## config.mk

```make
export PLATFORM = sky130hd
export DESIGN_NAME = regfile_mp
export DESIGN_NICKNAME = d
export VERILOG_FILES = /design/src/rtl/rv_pkg.sv /design/src/rtl/regfile_scoreboard.sv /design/src/rtl/regfile_mp.sv
export SDC_FILE = /design/constraint.sdc
export NUM_CORES = 2
export LEC_CHECK = 0
export CAP_MARGIN = 20
export CORE_MARGIN = 1
export CORE_UTILIZATION = 55
export DETAILED_ROUTE_END_ITERATION = 8
export PLACE_DENSITY_LB_ADDON = 0.3
export SYNTH_ARGS = -nofsm -noshare
export SYNTH_HDL_FRONTEND = slang
export SYNTH_SLANG_ARGS = --single-unit
export TNS_END_PERCENT = 50
```

## constraint.sdc

```tcl
create_clock -name clk -period 4.5 [get_ports clk]
set_clock_uncertainty 0.2 [all_clocks]
set_input_delay 0.9 -clock clk [delete_from_list [all_inputs] [get_ports clk]]
set_output_delay 0.9 -clock clk [all_outputs]
set_load 0.005 [all_outputs]
```

## src/rtl/rv_pkg.sv

```systemverilog
// Shared RV32 register-file constants: data width, architectural register
// numbers, stack-pointer reset value and the register address type.
package rv_pkg;

   localparam int XLEN        = 32;
   localparam int NREGS_RV32I = 32;
   localparam int AW          = $clog2(NREGS_RV32I);

   localparam int REG_ZERO = 0;
   localparam int REG_SP   = 2;

   localparam logic [31:0] SP_INIT_DEFAULT = 32'h7FFFFFF0;

   typedef logic [AW-1:0] reg_addr_t;

endpackage

```

## src/rtl/regfile_scoreboard.sv

```systemverilog
// Pending-write scoreboard: one busy bit per register. Flush beats issue,
// issue beats writeback clear, and x0 is never busy.
module regfile_scoreboard #(
   parameter int NREGS = 32,
   parameter int NWR   = 1,
   localparam int AW   = $clog2(NREGS)
) (
   input  logic              clk,
   input  logic              rst_n,
   input  logic [NWR-1:0]    wr_en,
   input  logic [NWR*AW-1:0] wr_addr,
   input  logic              iss_valid,
   input  logic [AW-1:0]     iss_rd,
   input  logic              flush,
   output logic [NREGS-1:0]  busy
);
   import rv_pkg::*;

   logic [NREGS-1:0] busy_d;
   logic [NREGS-1:0] busy_q;

   // NOTE: every bit of busy_d gets a default before any conditional update,
   // so no path leaves it unassigned and no latch is inferred.
   always_comb begin
      busy_d = busy_q;
      for (int w = 0; w < NWR; w++) begin
         if (wr_en[w] && wr_addr[w*AW +: AW] != AW'(REG_ZERO))
            busy_d[wr_addr[w*AW +: AW]] = 1'b0;
      end
      // A younger writer issued this cycle keeps the bit set over a writeback.
      if (iss_valid && iss_rd != AW'(REG_ZERO))
         busy_d[iss_rd] = 1'b1;
      if (flush)
         busy_d = '0;
      busy_d[REG_ZERO] = 1'b0;
   end

   // NOTE: state is updated with non-blocking assignments so every flop
   // samples the pre-edge values regardless of process ordering.
   always_ff @(posedge clk) begin
      if (!rst_n) busy_q <= '0;
      else        busy_q <= busy_d;
   end

   assign busy = busy_q;

endmodule

```

## src/rtl/regfile_mp.sv

```systemverilog
// Multi-port RV32 integer register file with pending-write scoreboard.
// Define REGFILE_BYPASS_EN to forward same-cycle write data to the read ports.
module regfile_mp #(
   parameter int          XLEN    = rv_pkg::XLEN,
   parameter int          NREGS   = 32,
   parameter int          NRD     = 2,
   parameter int          NWR     = 1,
   parameter logic [31:0] SP_INIT = rv_pkg::SP_INIT_DEFAULT,
   localparam int         AW      = $clog2(NREGS)
) (
   input  logic                clk,
   input  logic                rst_n,
   input  logic [NRD*AW-1:0]   rd_addr,
   output logic [NRD*XLEN-1:0] rd_data,
   output logic [NRD-1:0]      rd_busy,
   input  logic [NWR-1:0]      wr_en,
   input  logic [NWR*AW-1:0]   wr_addr,
   input  logic [NWR*XLEN-1:0] wr_data,
   input  logic                iss_valid,
   input  logic [AW-1:0]       iss_rd,
   input  logic                flush,
   output logic                stall
);
   import rv_pkg::*;

   localparam logic [XLEN-1:0] SP_RESET = XLEN'(SP_INIT);

   logic [XLEN-1:0]  regs_d [NREGS];
   logic [XLEN-1:0]  regs_q [NREGS];
   logic [NREGS-1:0] busy;

   logic [AW-1:0]    ra;
   logic [XLEN-1:0]  rdat;
   logic             rbusy;

   regfile_scoreboard #(
      .NREGS (NREGS),
      .NWR   (NWR)
   ) u_scoreboard (
      .clk       (clk),
      .rst_n     (rst_n),
      .wr_en     (wr_en),
      .wr_addr   (wr_addr),
      .iss_valid (iss_valid),
      .iss_rd    (iss_rd),
      .flush     (flush),
      .busy      (busy)
   );

   // Later ports overwrite earlier ones, so the highest-indexed writer wins.
   always_comb begin
      regs_d = regs_q;
      for (int w = 0; w < NWR; w++) begin
         if (wr_en[w] && wr_addr[w*AW +: AW] != AW'(REG_ZERO))
            regs_d[wr_addr[w*AW +: AW]] = wr_data[w*XLEN +: XLEN];
      end
   end

   // NOTE: the array is built from flops and carries a reset, because x2 must
   // come up holding the stack pointer and a reset must discard all contents.
   always_ff @(posedge clk) begin
      if (!rst_n) begin
         for (int i = 0; i < NREGS; i++)
            regs_q[i] <= (i == REG_SP) ? SP_RESET : '0;
      end else begin
         regs_q <= regs_d;
      end
   end

   always_comb begin
      rd_data = '0;
      rd_busy = '0;
      ra      = '0;
      rdat    = '0;
      rbusy   = 1'b0;
      for (int k = 0; k < NRD; k++) begin
         ra    = rd_addr[k*AW +: AW];
         rdat  = '0;
         rbusy = 1'b0;
         if (ra != AW'(REG_ZERO)) begin
            rdat  = regs_q[ra];
            rbusy = busy[ra];
`ifdef REGFILE_BYPASS_EN
            for (int w = 0; w < NWR; w++) begin
               if (wr_en[w] && wr_addr[w*AW +: AW] == ra) begin
                  rdat  = wr_data[w*XLEN +: XLEN];
                  rbusy = rbusy & iss_valid & (iss_rd == ra);
               end
            end
`endif
         end
         if (rst_n) begin
            rd_data[k*XLEN +: XLEN] = rdat;
            rd_busy[k]              = rbusy;
         end
      end
   end

   assign stall = |rd_busy;

endmodule
```

==> results.txt <==
- Data arrival time of the critical path: between 3000 and 4000 ps
* Tightest slew margin relative to the limit: ~35%
- Entering global routing, the biggest net connects 143 pins.
- The netlist uses 38 different library cells.
- The worst hold path begins at regs_q[379]$_SDFFE_PN0P_.
- Largest cells by area after synthesis: dfxtp_1 38%, mux4_2 24%, nand2_1 14%, a21boi_0 12%, clkbuf_1 3.0%
* Core area: 100000 sq um
- Synthesized flop and latch total: 1055
- Synth top area share: 37.9%
- The later pin in the worst-skew pair is clocked with a latency of 680 ps.
* Dominant cell type by area after synthesis: dfxtp_1
- CTS H-Tree Depth: 3
* Overall die width: about 320 um
* Floorplan die area: 103000 sq um
* Hold depth: 2
* Number of buffers created by CTS: 110
- Counting every sink on the clock net gives 1055.
- Via density per instance: 6.62
* Overflow after GRT: 0
- Hold violation total from the final report: 0
- For this configuration, the core starts out at a cell density of between 50% and 60%.
- Layout cells sized above 1: 20.6%
* Run status: finished clean
* First-pass iteration count of the detailed router: 7
- The clock period could shrink to 4420 ps.
- Setup violations remaining at the end of the flow were counted as 0.
* Worst-path fanout max: 16
- Critical-path cell list: buf_8 > buf_12 > buf_12 > mux4_2 > mux4_2 > nand3_1 > o21ai_1 > clkdlybuf4s50_1
- The tree is rooted in a clkbuf_16.
- Required time reported for the critical path endpoint: 3400 ps
* Drc violations: 0
* LEAKAGE: 20.9 nW
- Clock-pin slew on the worst setup and hold paths: about 60 ps
- Buf+Inv Stages, Crit Path: 4
- Counting along the longest clock path gives a buffer depth of 3.
- Worst reg-to-reg path cell count: 2
- Cell area after synthesis: 55700 sq um
- Kind of capture point of the worst setup path: output port
- Yosys Warn Count: 0
* Share of the clock period used by the worst path: 98.3%
- For the pin with the worst max-slew slack, the measured transition is around 970 ps.
- In this run the count of I/O pins placed on the die edge is approximately 120.
- Once detailed placement completed, the half-perimeter wirelength came to ~120000 um.
* Avg Cell Area, Syn: approximately 9.5 sq um
- Post-CTS Hold Buffers: 0
* Final-layout fill cell count: 7795
- The number of nets handed over by synthesis was 5906.
- The largest single stage delay on the critical path is just over 500 ps.
* Final Slew Violations: 0
- Aggregate routed wire length: 198000 um
* Setup_tns: 0 ps
- The endpoint identified for the worst register-to-register timing path is regs_q[963]$_SDFFE_PN0P_.
* I/O Buffers: 123
- For hold timing, the worst endpoint is regs_q[379]$_SDFFE_PN0P_.
- The startpoint identified for the worst register-to-register timing path is regs_q[963]$_SDFFE_PN0P_.
- Proportion of synthesized chip area in sequential cells: 37.9%
- Row generation in the floorplan step produced around 120 rows.
- In this run, the number of DRC markers left after iteration 0 of detailed routing was 6159.
* Power per standard cell area: between 300 and 400 nW/um^2
- TritonCTS clock tree: built
- Global routing used 38.0% of the available tracks.
* R2R setup slack: 3540 ps
* RSZ-0062 raised after global routing: no
- Final weighted congestion of routability-driven global placement: 0.916
- Die H: 320 um
* Footprint of the multi-input gates: 32300 sq um
- Type of the tightest min-delay check: flop to flop
* Critical Setup Path Class: primary input to output port
* Fmax: 226 MHz
- Of all flip-flops after synthesis, the portion carrying an async set or reset was 0%.
- The number of global-route vias before repair came to 46500.
- Setup crit start kind: primary input
* Largest voltage drop on the vdd net: 390 uV
- Counting flops with a built-in enable in the synthesized netlist gives 0.
- Area growth from synthesis to layout: 14.0%
- Final ANT Viol Nets: 0
- Grouping stages by cell kind, the critical path spends the most delay in buffers and inverters.
- Measured on the finished design, the core utilization comes to 63.3%.
* Via count: 47800
- Count of nets after finishing: just under 6000
- Wire length of the first global-routing pass: 293000 um
- Among all stages on the critical path, the largest delay is contributed by mux4_2.
* Combined flip-flop and latch cell area: 21100 sq um
- Number of cells upsized or downsized after cts: 0
- Gate count after technology mapping: 5849
* # Max-Cap Violations: 0
- After detailed routing, the average wire length per cell comes to 27.4 um.
- The initial antenna violation count is 15.
- Among all flip-flop cells after synthesis, the most frequent one is dfxtp_1.
* Count of buffers added by post-CTS timing repair for setup: 0
how the worst max path moves through the flow:
stage                     from           to  slack (ps)  cells after the start
floorplan           rd_addr[5]        stall         870                      9
finish              rd_addr[0]  rd_data[27]          80                      8
CTS                 rd_addr[5]  rd_data[45]         120                      8
global placement    rd_addr[0]  rd_data[11]         120                      8
global route        rd_addr[0]   rd_data[1]          20                      9
detailed placement  rd_addr[0]  rd_data[12]         120                      9
placed cells by master, fill, tap and decap left out, types with 74 or more instances in the layout:
cell type,n
mux2i_1,74
nor2_1,106
clkdlybuf4s50_1,112
clkbuf_16,114
dfxtp_1,1055
a21boi_1,99
mux4_2,588
nand3_1,97
a21boi_0,866
nand2_1,1997
buf_12,82
buf_4,201
tightest hold or removal path, cell delays in order, from the launching register on:
cell and delay, ps:
dfxtp_1 310, nand2_1 50, a21boi_1 50
cell usage after synthesis (3+ instances only):
| library cell | n |
|---|---|
| clkbuf_1 | 439 |
| a22oi_1 | 25 |
| nor2_1 | 134 |
| buf_2 | 88 |
| nor2b_1 | 4 |
| mux2_2 | 66 |
| nor3_1 | 4 |
| nand3b_1 | 4 |
| o21ai_1 | 64 |
| dfxtp_1 | 1055 |
| a32oi_1 | 4 |
| nor3b_1 | 3 |
| buf_6 | 21 |
| nand3_1 | 97 |
| a21boi_1 | 99 |
| nand2_1 | 2028 |
| buf_1 | 31 |
| and3b_1 | 3 |
| mux2i_1 | 74 |
| and2_1 | 37 |
| a21boi_0 | 866 |
| a31oi_1 | 4 |
| mux4_2 | 588 |
| and3_1 | 4 |
| buf_4 | 17 |
| or2_2 | 5 |
| a21oi_1 | 66 |
kinds of logic (layout without fill, tap and decap cells):
group / Yosys count / in the layout / share of synthesized area (%)
AO/OA/AOI/OAI: 1135 / 1135 / 14.7
buffers and inverters: 598 / 610 / 4.62
flip-flops: 1055 / 1055 / 37.9
multiplexers: 728 / 728 / 26.4
other: 0 / 7 / 0
AND/OR/NAND/NOR: 2333 / 2333 / 16.3
power by group:
group	internal, W	switching, W	total (W)
clock	0.00580	0.00396	0.00976
combinational	0.000735	0.00107	0.00180
sequential	0.00941	0.0000525	0.00946
final cells by class:
| cell class | count | share of cell area, % |
|---|---|---|
| multi-input cells | 4196 | 50.9 |
| flip-flops and latches | 1055 | 33.3 |
| repair buffers | 409 | 7.06 |
| clock buffers | 154 | 5.10 |
| well taps | 1357 | 2.67 |
| clock inverters | 45 | 0.968 |
| diodes | 7 | 0.0276 |
| inverters | 2 | 0.0118 |
registers in the layout, summed over array words and instances, names as in the netlist:
name,count
u_scoreboard.busy,31
regs_q,1024
stage by stage:
step           setup slack [ps]  instance area (sq um)  instances  hold WS [ps]  total power [W]
3_5_place_dp                118                  59500       7016           258           0.0114
2_1_floorplan               866                  55700       5849           242           0.0108
6_report                   78.7                  63500       7225           263           0.0210
3_3_place_gp                124                  59500       7014           250           0.0114
4_1_cts                     117                  63400       7215           266           0.0210
5_1_grt                    18.8                  63500       7224           286           0.0215
metal layers:
metal  GRT usage, %  routed length (um)  up-vias
li1               -                   -    20300
met1           48.6               71300    23300
met2           57.7               87800     3390
met3           9.29               24700      869
met4           24.7               14100       16
met5              0                 101        -
No activity file was read; power rests on OpenSTA's default activity.
